<file path="src/rtl/alu_dispatch.sv">
// alu_dispatch: TinyALU command front end. add/and/xor complete in one cycle, mul is handed
// to the three_cycle multiplier. Optional multiply timeout enabled by ALU_DISPATCH_TIMEOUT_EN.
//
// state      | meaning
// S_IDLE     | waiting for a command; start must be seen low once before the next accept
// S_MUL_WAIT | mul_start held high, waiting for mul_done (or timeout)
// S_RESP     | done pulse cycle, then back to idle
module alu_dispatch #(
  parameter int TIMEOUT_CYCLES = 15
) (
  input  logic        clk,
  input  logic        rst_n,
  input  logic        start,
  input  logic [2:0]  op,
  input  logic [7:0]  A,
  input  logic [7:0]  B,
  output logic        done,
  output logic [15:0] result,
  output logic        busy,
  output logic        err,
  output logic        mul_start,
  output logic [7:0]  mul_a,
  output logic [7:0]  mul_b,
  input  logic        mul_done,
  input  logic [15:0] mul_result
);

  typedef enum logic [1:0] {
    S_IDLE     = 2'd0,
    S_MUL_WAIT = 2'd1,
    S_RESP     = 2'd2
  } state_t;

  localparam logic [2:0] OP_ADD = 3'b001;
  localparam logic [2:0] OP_AND = 3'b010;
  localparam logic [2:0] OP_XOR = 3'b011;
  localparam logic [2:0] OP_MUL = 3'b100;

  if (TIMEOUT_CYCLES < 2 || TIMEOUT_CYCLES > 255) begin : g_bad_timeout
    $error("alu_dispatch: TIMEOUT_CYCLES must be in 2..255");
  end

  state_t      r_state, w_state_nxt;
  logic        r_armed, w_armed_nxt;
  logic        r_done, w_done_nxt;
  logic [15:0] r_result, w_result_nxt;
  logic        r_busy, w_busy_nxt;
  logic        r_mul_start, w_mul_start_nxt;
  logic [7:0]  r_mul_a, w_mul_a_nxt;
  logic [7:0]  r_mul_b, w_mul_b_nxt;
  logic [8:0]  w_sum;

`ifdef ALU_DISPATCH_TIMEOUT_EN
  localparam logic [7:0] TO_LOAD = 8'(TIMEOUT_CYCLES - 1);
  logic [7:0] r_to_cnt, w_to_cnt_nxt;
  logic       r_err, w_err_nxt;
`endif

  assign w_sum = {1'b0, A} + {1'b0, B};

  always_ff @(posedge clk or negedge rst_n) begin
    if (!rst_n) begin
      r_state <= S_IDLE;
    end else begin
      r_state <= w_state_nxt;
    end
  end

  always_comb begin
    w_state_nxt     = r_state;
    w_armed_nxt     = r_armed;
    w_done_nxt      = r_done;
    w_result_nxt    = r_result;
    w_busy_nxt      = r_busy;
    w_mul_start_nxt = r_mul_start;
    w_mul_a_nxt     = r_mul_a;
    w_mul_b_nxt     = r_mul_b;
`ifdef ALU_DISPATCH_TIMEOUT_EN
    w_to_cnt_nxt    = r_to_cnt;
    w_err_nxt       = r_err;
`endif
    case (r_state)
      S_IDLE: begin
        if (start && r_armed) begin
          w_busy_nxt = 1'b1;
          if (op == OP_MUL) begin
            w_mul_a_nxt     = A;
            w_mul_b_nxt     = B;
            w_mul_start_nxt = 1'b1;
            w_state_nxt     = S_MUL_WAIT;
`ifdef ALU_DISPATCH_TIMEOUT_EN
            w_to_cnt_nxt    = TO_LOAD;
`endif
          end else begin
            case (op)
              OP_ADD:  w_result_nxt = {7'b0, w_sum};
              OP_AND:  w_result_nxt = {8'b0, A & B};
              OP_XOR:  w_result_nxt = {8'b0, A ^ B};
              default: w_result_nxt = r_result;
            endcase
            w_done_nxt  = 1'b1;
            w_state_nxt = S_RESP;
          end
        end else if (!start) begin
          w_armed_nxt = 1'b1;
        end
      end
      S_MUL_WAIT: begin
        if (mul_done) begin
          w_result_nxt    = mul_result;
          w_mul_start_nxt = 1'b0;
          w_done_nxt      = 1'b1;
          w_state_nxt     = S_RESP;
        end
`ifdef ALU_DISPATCH_TIMEOUT_EN
        // mul_done on the terminal-count edge takes priority over the abort
        else if (r_to_cnt == 8'd0) begin
          w_result_nxt    = 16'h0000;
          w_mul_start_nxt = 1'b0;
          w_done_nxt      = 1'b1;
          w_err_nxt       = 1'b1;
          w_state_nxt     = S_RESP;
        end else begin
          w_to_cnt_nxt = r_to_cnt - 8'd1;
        end
`endif
      end
      S_RESP: begin
        w_done_nxt  = 1'b0;
        w_busy_nxt  = 1'b0;
        w_armed_nxt = 1'b0;
        w_state_nxt = S_IDLE;
`ifdef ALU_DISPATCH_TIMEOUT_EN
        w_err_nxt   = 1'b0;
`endif
      end
      default: w_state_nxt = S_IDLE;
    endcase
  end

  always_ff @(posedge clk or negedge rst_n) begin
    if (!rst_n) begin
      r_armed     <= 1'b1;
      r_done      <= 1'b0;
      r_result    <= 16'h0000;
      r_busy      <= 1'b0;
      r_mul_start <= 1'b0;
      r_mul_a     <= 8'h00;
      r_mul_b     <= 8'h00;
`ifdef ALU_DISPATCH_TIMEOUT_EN
      r_to_cnt    <= 8'h00;
      r_err       <= 1'b0;
`endif
    end else begin
      r_armed     <= w_armed_nxt;
      r_done      <= w_done_nxt;
      r_result    <= w_result_nxt;
      r_busy      <= w_busy_nxt;
      r_mul_start <= w_mul_start_nxt;
      r_mul_a     <= w_mul_a_nxt;
      r_mul_b     <= w_mul_b_nxt;
`ifdef ALU_DISPATCH_TIMEOUT_EN
      r_to_cnt    <= w_to_cnt_nxt;
      r_err       <= w_err_nxt;
`endif
    end
  end

  assign done      = r_done;
  assign result    = r_result;
  assign busy      = r_busy;
  assign mul_start = r_mul_start;
  assign mul_a     = r_mul_a;
  assign mul_b     = r_mul_b;
`ifdef ALU_DISPATCH_TIMEOUT_EN
  assign err       = r_err;
`else
  assign err       = 1'b0;
`endif

endmodule

</file>
<file path="config.mk">
export PLATFORM = sky130hd
export DESIGN_NAME = alu_dispatch
export DESIGN_NICKNAME = d
export VERILOG_FILES = /design/src/rtl/alu_dispatch.sv
export SDC_FILE = /design/constraint.sdc
export NUM_CORES = 1
export LEC_CHECK = 0
export CAP_MARGIN = 5
export CORE_MARGIN = 10
export CORE_UTILIZATION = 46
export CTS_BUF_LIST = sky130_fd_sc_hd__clkbuf_4 sky130_fd_sc_hd__clkbuf_8
export CTS_CLUSTER_DIAMETER = 50
export DETAILED_ROUTE_END_ITERATION = 10
export GPL_TIMING_DRIVEN = 0
export HOLD_SLACK_MARGIN = 0.12
export PLACE_DENSITY = 0.89
export RECOVER_POWER = 100
export SLEW_MARGIN = 15
export SYNTH_ARGS = -nofsm -noshare
export SYNTH_HDL_FRONTEND = slang
export SYNTH_SLANG_ARGS = --single-unit
</file>
<file path="constraint.sdc">
create_clock -name clk -period 2.09 [get_ports clk]
set_input_delay 0.418 -clock clk [delete_from_list [all_inputs] [get_ports clk]]
set_output_delay 0.418 -clock clk [all_outputs]
set_load 0.05 [all_outputs]
</file>
* Word-level counts from Yosys, hierarchy flattened *
Index checks and enable logic that the tools add are counted.

storage, ports and cells
  output and inout bits = 36
  flip-flop bits (word level) = 38
  input port bits = 39
  logic and storage cells = 58

operators by class
  eq/ne operators = 13
  reductions and logical operators = 12
  add/subtract/negate cells = 1
  bitwise operators = 2
  multiplexer cells = 22

operators by type and width
  kind                                                                      number
  16-bit two-way mux                                                        3
  16-bit one-hot mux with 3 select lines                                    1
  16-bit one-hot mux with 2 select lines                                    1
  2-bit inequality test (second input constant)                             6
  8-bit by 8-bit adder with 9-bit output                                    1
  1-bit two-way mux                                                         9
  8-bit bitwise AND                                                         1
  4-bit AND reduction                                                       2
  8-bit XOR                                                                 1
  3-bit by 2-bit equality test with 1-bit output (second input constant)    2
  2-bit two-way mux                                                         3
  1-bit one-hot mux with 2 select lines                                     3
  3-bit AND reduction                                                       2
  5-bit AND reduction                                                       1
  4-bit by 1-bit inequality test with 1-bit output (second input constant)  1
  2-bit one-hot mux with 2 select lines                                     1
  2-bit AND reduction                                                       2
  2-bit nonzero test                                                        2
  3-bit by 1-bit equality test with 1-bit output (second input constant)    1
  3-bit equality test (second input constant)                               1
  1-bit one-hot mux with 3 select lines                                     1
  3-bit nonzero test                                                        1
  2-bit by 1-bit equality test with 1-bit output (second input constant)    1
  2-bit equality test (second input constant)                               1
  2 further kinds                                                           2

* Depth between registers and ports, before layout *
Gate-level depths: netlist (run 1).

  depth after elaboration = 5
  gate-level depth with buffers = 7
  depth with buffers taken out = 7

* Least setup slack after synthesis (run 1) *
No wires, ideal clock.

  path kind = in2reg
  from = in A[0]
  to = reg r_result[4] (netlist: result[4])
  required time = 1.959 ns
  stages = 7
  path buffers = 0
  data arrival time = 1.729 ns
  library setup time = 0.131 ns
  path slack = 0.229 ns
  path through = ha_1 > fa_1 > a21o_1 > a21oi_1 > nor3_1 > a221oi_1 > o211ai_1

on the way
  cells in the longest elaborated chain, start to end = 5

RTL lines
  item                                    line  text
  start: declaration                      15    input logic [7:0] A,
  8-bit by 8-bit adder with 9-bit output  59    assign w_sum = {1'b0, A} + {1'b0, B};
  16-bit one-hot mux with 3 select lines  95    case (op)
  16-bit two-way mux                      86    if (op == OP_MUL) begin
  16-bit two-way mux                      84    if (start && r_armed) begin
  16-bit one-hot mux with 2 select lines  82    case (r_state)
  end signal: assignment                  157   r_result <= w_result_nxt;
  end: declaration                        46    logic [15:0] r_result, w_result_nxt;

Every way passes these cells. The select of a mux whose other input is x is not followed.
A chain may end at the register's enable or synchronous reset.

* Worst setup path in the final report (run 1) *
  from = in B[1]
  to = reg r_result[5] (netlist: result[5])

on the way
  cells in the longest elaborated chain, start to end = 5

RTL lines
  item                                    line  text
  start: declaration                      16    input logic [7:0] B,
  8-bit by 8-bit adder with 9-bit output  59
  16-bit one-hot mux with 3 select lines  95
  16-bit two-way mux                      86
  16-bit two-way mux                      84
  16-bit one-hot mux with 2 select lines  82

Every way passes these cells. The select of a mux whose other input is x is not followed.

==> results.cfg, run 1 <==
[power]
powerDensity_nw_per_um2 = 1290
p_total_mw = 3.95
leakage_nw = 1.39
ir_drop_uv = 953

[placed_design]
hpwl_mm = 4.48
port_buffers = 72
place_congestion = 0.905
dp.cells = 332

[critical_path]
path_buf_inv = 1
startpoint = B[1]
r2r_slack_ps = 230
crit_cells = 7
crit_path_start_kind = input port
reg2regPathDepth = 6
r2r_end = result[7]$_DFFE_PN0P_
endpoint = result[5]$_DFFE_PN0P_
crit_required_ps = 2320
crit_family = simple AND/OR/NAND/NOR gates
end_kind = flop
critical_path_arrival_ps = 2300
cp_slowest_stage_delay_ps = 530
rr_startpoint = r_state[0]$_DFFE_PN0P_
crit_chain = clkdlybuf4s50_1 -> ha_1 -> a211oi_2 -> or4b_1 -> o31ai_1 -> o21ai_0 -> o21ai_1
cp_max_fo = 3
cp_slowest_cell = or4b_1
critical_path_class = in -> reg

[floorplanning]
ios = 75
start_util = 0.480
num_rows = 24
die_x_um = 87.7
die_area_um2 = 7680
die-height_um = 87.7
core_area_um2 = 4380

[timing]
fmax_mhz = 483
worst_pin_slew_ps = 1140
period_share = 0.991
slew_violations = 0
finalSetupViolations = 0
rsz0062_at_grt = true
min_period_ps = 2070
max-slew-margin-rel = 0.243
hold_viol = 0
skew_ps = 5.99

[logic_synthesis]
synthXorXnorAreaFrac = 0
synth_top_area_frac = 0.440
postSynthCellCount = 207
synth.area.mux_share = 0.111
async_flop_share = 1.00
ys_warn_count = 0
synth-simple-area-share = 0.179
ys.flop_type = dfrtp_1
ys_seq_elements = 38
synth_cell_type_count = 48
synth_top_family_by_area = simple AND/OR/NAND/NOR gates
synthesis.nets = 255
synth_area_per_cell_um2 = 10.2
ys_seq_area_frac = 0.452
syn-cell-area_um2 = 2110
synth_compound_gate_area_share = 0.155
synth-adder-area-share = 0.0570
yosysTopAreaCell = dfrtp_1
synth.area.top_cells = dfrtp_1 44%, mux2_2 9.6%, nand2_1 5.0%
synth_edf_count = 0

[detailed_routing]
drcViolationCount = 0
via_per_inst = 5.38
drtIter0Drc = 56
vias = 1844
dr.pass1.iters = 4
wl_per_cell_um = 16.6
wl_mm = 5.68
ant_nets = 0

[clock_tree]
clk_latency_ps = 290
cts_buffer_depth = 2
clkSinkCount = 38
clockRootBuffer = clkbuf_8
cts.reportedPaths.clkPinSlew_ps = 70
h-tree-depth = 2
cts_tree = done
cts_buffers = 5

[final_layout]
nets = 338
area_growth_pct = 45.6
drive_above_1_share = 0.158
ff_latch_area_um2 = 952
nFillCells = 355
multiInputGateArea_um2 = 1090
layoutNonFillerInstCount = 343
n_antenna_cell = 0

[run]
max-cap-violations = 0

[global_routing]
grt_max_degree = 22
grt_pass1_wl_mm = 9.35
grt_overflow_total = 0
antenna_found_initial = 0
grt_pass1_vias = 1908
gr-usage-all-layers = 0.152

[status]
status = finished, final reports clean

[min_path]
hp-class = reg -> reg
==> area by class of cell <==
cell class	instances	area share
repair buffers	77	0.254
clock buffers	8	0.0318
plain buffers	10	0.0241
inverters	3	0.00367
multi-input cells	155	0.355
flip-flops and latches	38	0.310
well taps	52	0.0212
==> synth_stat cells, types with 3 or more instances <==
cell       n
nor3_1     3
mux2i_1    3
dfrtp_1   37
mux2_2    18
a21o_1     4
inv_1      3
o21ai_0    7
nor2_1    16
ha_1       8
nand3_1   11
buf_6      3
nand2_1   28
a21oi_1   16
a211oi_1   5
clkbuf_1   4
==> cell usage in the layout, fill, tap and decap left out, drive strengths merged, types with 3 or more instances in the layout <==
| master | Yosys | layout |
|---|---|---|
| nor3 | 3 | 3 |
| nand3 | 11 | 11 |
| mux2 | 18 | 18 |
| dlymetal6s2s | 0 | 3 |
| inv | 3 | 3 |
| mux2i | 3 | 3 |
| dfrtp | 37 | 37 |
| clkdlybuf4s50 | 0 | 32 |
| nor2 | 16 | 16 |
| a21o | 5 | 5 |
| nand2 | 29 | 29 |
| o21ai | 9 | 9 |
| clkbuf | 4 | 14 |
| buf | 7 | 9 |
| dlygate4sd3 | 0 | 37 |
| a21oi | 16 | 16 |
| ha | 8 | 8 |
| a211oi | 5 | 5 |
==> metrics by stage <==
step	utilization	hold WS (ps)	worst slack [ps]	setup TNS [ps]	instance area, um^2
floorplan	-	122	229	0	2110
global placement	0.660	448	-370	-15590	2890
detailed placement	0.665	401	-418	-7020	2910
CTS	0.697	472	6.31	0	3060
global route	0.699	482	-69.5	-69.5	3070
finish	0.699	460	19.3	0	3070
==> tightest hold or removal path, cell delays in order (launching register included) <==
cell	delay (ps)
dfrtp_1	340
nand2_1	50
nand2_1	50
==> report_power, final <==
part,switching [mW],internal [mW],leakage [nW]
Combinational,1.47,0.739,0.862
Sequential,0.148,1.04,0.475
Clock,0.250,0.295,0.0523
Total,1.87,2.07,1.39
==> worst min-delay path by stage <==
stage,to,cells past startpoint,from,slack (ps)
after floorplan,busy$_DFFE_PN0P_,0,rst_n,120
after global routing,result[11]$_DFFE_PN0P_,2,result[11]$_DFFE_PN0P_,480
after CTS,result[11]$_DFFE_PN0P_,2,result[11]$_DFFE_PN0P_,470
after global placement,result[11]$_DFFE_PN0P_,2,result[11]$_DFFE_PN0P_,450
after detailed placement,busy$_DFFE_PN0P_,1,rst_n,400
final,result[11]$_DFFE_PN0P_,2,result[11]$_DFFE_PN0P_,460
==> routing by layer <==
metal  track usage  up-vias  routed length, um
met2         0.245       54               2680
met3        0.0631        9                465
met5             0        -                  0
met1         0.179      870               2450
li1              -      911                  -
met4        0.0493        0                 85
==> sequential cells by signal, summed over array words and instances, names as in the netlist <==
name	flops
mul_a	8
r_state	2
mul_b	8
result	16
busy	1
mul_start	1
r_armed	1
done	1
==> repair_timing <==
item / CTS / global route
setup buffers: 3 / 0
pin swaps: 1 / 1
gates resized for setup: 4 / 8
endpoints found under the hold margin: 16 / 0
hold buffers: 1 / 0
endpoints found under the setup margin: 11 / 4
cloned: 0 / 0
==> cells by family after synthesis <==
kind of cell,after synthesis
other cells,1
buf+inv,14
flops,38
mux,21
fa+ha+maj,9
simple gates,74
compound gates,50
(Power assumes the default switching activity.)
==> run 2: changes to the inputs <==
Settings changed: CORE_UTILIZATION 46 to 36, PLACE_DENSITY 0.89 to 0.73.
==> results.cfg, run 2 (synthesized netlist as in run 1, its figures left out) <==
[detailed_routing]
wl_per_cell_um = 15.8
ant_nets = 0
vias = 1817
wl_mm = 5.75
dr.pass1.iters = 4
via_per_inst = 5.01
drtIter0Drc = 57
drcViolationCount = 0

[global_routing]
grt_pass1_vias = 1837
antenna_found_initial = 0
gr-usage-all-layers = 0.123
grt_max_degree = 22
grt_pass1_wl_mm = 9.09
grt_overflow_total = 0

[final_layout]
drive_above_1_share = 0.165
final_util = 0.554
n_antenna_cell = 0
largest_reg_flops = 16
nets = 338
area_growth_pct = 47.5
nFillCells = 532
layout_common_cells = 37 x dfrtp_1, 37 x dlygate4sd3_1, 32 x clkdlybuf4s50_1, 29 x nand2_1, 18 x mux2_2

[placed_design]
place_congestion = 0.799
port_buffers = 72
hpwl_mm = 4.48

[critical_path]
end_kind = flop
reg2regPathDepth = 6
endpoint = result[4]$_DFFE_PN0P_
cp_slowest_stage_delay_ps = 520
crit_chain = clkdlybuf4s50_1 -> fa_2 -> a21o_1 -> a21oi_2 -> nor3_1 -> a221oi_1 -> o211ai_1
r2r_slack_ps = 250
startpoint = A[1]
r2r_end = result[7]$_DFFE_PN0P_
critical_path_class = in -> reg
crit_path_start_kind = input port
critical_path_arrival_ps = 2160
crit_required_ps = 2260
cp_slowest_cell = clkdlybuf4s50_1
rr_startpoint = r_state[0]$_DFFE_PN0P_
cp_max_fo = 3

[power]
ir_drop_uv = 816
powerDensity_nw_per_um2 = 1290
p_total_mw = 4.01
leakage_nw = 1.39

[clock_tree]
clk_latency_ps = 290
cts.reportedPaths.clkPinSlew_ps = 80
h-tree-depth = 2
cts_buffers = 5
clkSinkCount = 38
clockRootBuffer = clkbuf_8
cts_buffer_depth = 2
cts_tree = done

[timing]
holdWs_ps = 461
skew_ps = 5.81
min_period_ps = 1990
hold_viol = 0
worst_pin_slew_ps = 1130
period_share = 0.954
slew_violations = 0
finalSetupViolations = 0
fmax_mhz = 501
max-slew-margin-rel = 0.247

[floorplanning]
die-height_um = 96.5
num_rows = 27
start_util = 0.376
die_area_um2 = 9310
core_area_um2 = 5610
ios = 75
die_x_um = 96.5

[min_path]
hp-class = reg -> reg

[status]
status = finished, final reports clean

[run]
max-cap-violations = 0
## run 2: cell count changes in the layout (fill, tap and decap cells not counted), sizes merged
cell | before | now
clkinv | 0 | 2
buf | 9 | 8
bufinv | 0 | 1
clkbuf | 14 | 12
## run 2: cell type report
cell class,count,area [um^2],area share
Inverter,3,11.3,0.00363
Sequential cell,38,952,0.307
Tap cell,72,90.1,0.0290
Timing Repair Buffer,77,777,0.250
Multi-Input combinational cell,155,1090,0.351
Buffer,10,77.6,0.0250
Clock buffer,5,68.8,0.0222
Clock inverter,3,40.0,0.0129
## run 2: critical path, delay by kind of cell
kind            cells  cell delay (ps)
simple gates        1               60
compound gates      4              730
buf+inv             1              520
fa+ha+maj           1              440
## run 2: worst min path at each step
stage | start | end | slack (ps) | cells past startpoint
floorplan | rst_n | busy$_DFFE_PN0P_ | 120 | 0
global placement | result[13]$_DFFE_PN0P_ | result[13]$_DFFE_PN0P_ | 450 | 2
detailed placement | rst_n | busy$_DFFE_PN0P_ | 400 | 1
CTS | result[10]$_DFFE_PN0P_ | result[10]$_DFFE_PN0P_ | 470 | 2
global route | B[0] | mul_b[0]$_DFFE_PN0P_ | 470 | 2
finish | result[10]$_DFFE_PN0P_ | result[10]$_DFFE_PN0P_ | 460 | 2
## run 2: timing repair
| item | in CTS | in global routing |
|---|---|---|
| resized for setup | 3 | 11 |
| cloned | 0 | 0 |
| setup buffers | 3 | 0 |
| hold buffers | 1 | 0 |
| hold endpoints to repair | 16 | 0 |
| pin swaps | 1 | 1 |
| setup endpoints to repair | 11 | 4 |
## run 2: where the power goes
part	internal, mW	leakage [nW]	switching, mW
clock	0.352	0.0579	0.270
sequential	1.04	0.475	0.136
combinational	0.742	0.862	1.47
## run 2: metrics by stage
stage / setup WS (ps) / std cells / setup TNS, ps / cell area, um^2
3_3_place_gp: -382 / 351 / -18430 / 2920
5_1_grt: -28.7 / 363 / -28.7 / 3110
6_report: 95.9 / 363 / 0 / 3110
3_5_place_dp: -412 / 352 / -7810 / 2940
2_1_floorplan: 229 / 207 / 0 / 2110
4_1_cts: 8.96 / 364 / 0 / 3090
## run 2: metal layers
metal	up-vias	track usage	wire length [um]
li1	911	-	-
met4	0	0.0291	18
met3	4	0.0578	671
met5	-	0	0
met2	65	0.189	2530
met1	837	0.153	2530
==> run 3: changes to the inputs <==
Settings changed: CELL_PAD_IN_SITES_DETAIL_PLACEMENT set to 0, CELL_PAD_IN_SITES_GLOBAL_PLACEMENT set to 2, CORE_UTILIZATION 36 to 28, CTS_CLUSTER_DIAMETER 50 to 40, PLACE_DENSITY 0.73 to 0.9.
==> results.cfg, run 3 (synthesized netlist as in run 1, its figures left out) <==
[status]
status = finished, final reports clean

[final_layout]
n_antenna_cell = 0
nets = 338
area_growth_pct = 51.0
layout_common_cells = 37 x dfrtp_1, 36 x dlygate4sd3_1, 33 x clkdlybuf4s50_1, 29 x nand2_1, 18 x mux2_2
drive_above_1_share = 0.172
largest_reg_flops = 16
final_common_cell = dfrtp_1

[clock_tree]
h-tree-depth = 2
clkSinkCount = 38
cts.reportedPaths.clkPinSlew_ps = 90
clockRootBuffer = clkbuf_8
cts_buffers = 5
cts_tree = done
clk_latency_ps = 300
cts_buffer_depth = 2

[global_routing]
antenna_found_initial = 0
gr-usage-all-layers = 0.111
grt_overflow_total = 0
grt_pass1_vias = 2024
grt_pass1_wl_mm = 10.3
grt_max_degree = 21

[critical_path]
crit_path_start_kind = flop
end_kind = output port
r2r_slack_ps = 230
crit_required_ps = 1670
crit_chain = dlygate4sd3_1
cp_max_fo = 3
cp_slowest_cell = dlygate4sd3_1
crit_family = buffers and inverters
cp_slowest_stage_delay_ps = 890
path_buf_inv = 1
critical_path_arrival_ps = 1560
critical_path_class = reg -> out

[floorplanning]
die_area_um2 = 11400
core_area_um2 = 7290
die_x_um = 107
start_util = 0.289
die-height_um = 107
num_rows = 31
ios = 75

[power]
powerDensity_nw_per_um2 = 1280
pwr-share-comb = 0.550
p_seq_frac = 0.291
switchingPower_mw = 1.92
p_total_mw = 4.06
leakage_nw = 1.39
ir_drop_uv = 517
switching_share = 0.472
pwr-share-clk = 0.159
internal-power_mw = 2.14

[timing]
finalSetupViolations = 0
worst_pin_slew_ps = 1220
min_period_ps = 1980
period_share = 0.947
max-slew-margin-rel = 0.185
slew_violations = 0
holdWs_ps = 464
fmax_mhz = 505
skew_ps = 8.11
hold_viol = 0

[detailed_routing]
drtIter0Drc = 92
wl_mm = 6.29
drcViolationCount = 0
dr.pass1.iters = 4
vias = 1838
via_per_inst = 4.71
ant_nets = 0
wl_per_cell_um = 16.1

[placed_design]
hpwl_mm = 4.89
place_congestion = 0.751
port_buffers = 72

[run]
max-cap-violations = 0

[min_path]
hp-class = reg -> reg
run 3: cell types whose count changed in the layout (fill, tap and decap cells not counted), moves of 2 or more:
cell        before  now
o21ai_0          4    6
o21ai_1          4    2
clkinvlp_4       0    2
ha_4             2    4
clkinv_2         2    0
run 3: worst paths after layout:
| check | start | endpoint | cells past startpoint |
|---|---|---|---|
| worst max-delay path | done$_DFFE_PN0P_ | done | 1 |
| worst min-delay path | result[14]$_DFFE_PN0P_ | result[14]$_DFFE_PN0P_ | 2 |
| worst max register to register | r_state[0]$_DFFE_PN0P_ | result[8]$_DFFE_PN0P_ | 6 |
| worst min register to register | result[14]$_DFFE_PN0P_ | result[14]$_DFFE_PN0P_ | 2 |
| max in group asynchronous | rst_n | mul_a[3]$_DFFE_PN0P_ | 2 |
| min in group asynchronous | rst_n | r_state[1]$_DFFE_PN0P_ | 2 |
run 3: metal layers:
layer,GRT usage,vias up,share of wire
met3,0.0401,4,0.078
met5,0,-,0
li1,-,907,-
met1,0.142,872,0.46
met4,0.0232,0,0.0051
met2,0.175,55,0.45
run 3: area by class of cell:
cell class,count,area (um^2)
fill,712,4110
multi-input combinational,155,1120
sequential,38,952
timing repair buffer,77,778
tap,99,124
buffer,10,77.6
clock buffer,5,68.8
clock inverter,3,45.0
inverter,3,11.3
run 3: repair_timing:
action / in CTS / in global routing
setup buffers: 3 / 0
gates resized for setup: 4 / 12
setup endpoints to repair: 12 / 6
pin swaps: 1 / 2
hold endpoints to repair: 17 / 0
hold buffers: 1 / 0
run 3: metrics by stage:
| step | instances | cell area, um^2 | setup WS [ps] | setup TNS, ps | utilization |
|---|---|---|---|---|---|
| after floorplan | 207 | 2110 | 229 | 0 | - |
| after global placement | 378 | 2950 | -425 | -23320 | 0.405 |
| after detailed placement | 379 | 2970 | -435 | -8790 | 0.408 |
| after CTS | 391 | 3130 | 8.32 | 0 | 0.429 |
| after global routing | 390 | 3180 | -0.643 | -0.643 | 0.436 |
| final | 390 | 3180 | 110 | 0 | 0.436 |
run 3: power groups by stage:
stage | sequential (mW) | combinational, mW | clock (mW)
6_report | 1.18 | 2.23 | 0.646
5_1_grt | 1.23 | 2.37 | 0.693
4_1_cts | 1.20 | 2.35 | 0.669
3_5_place_dp | 1.21 | 2.33 | 0
3_3_place_gp | 1.20 | 2.31 | 0
2_1_floorplan | 2.20 | 0.512 | 0
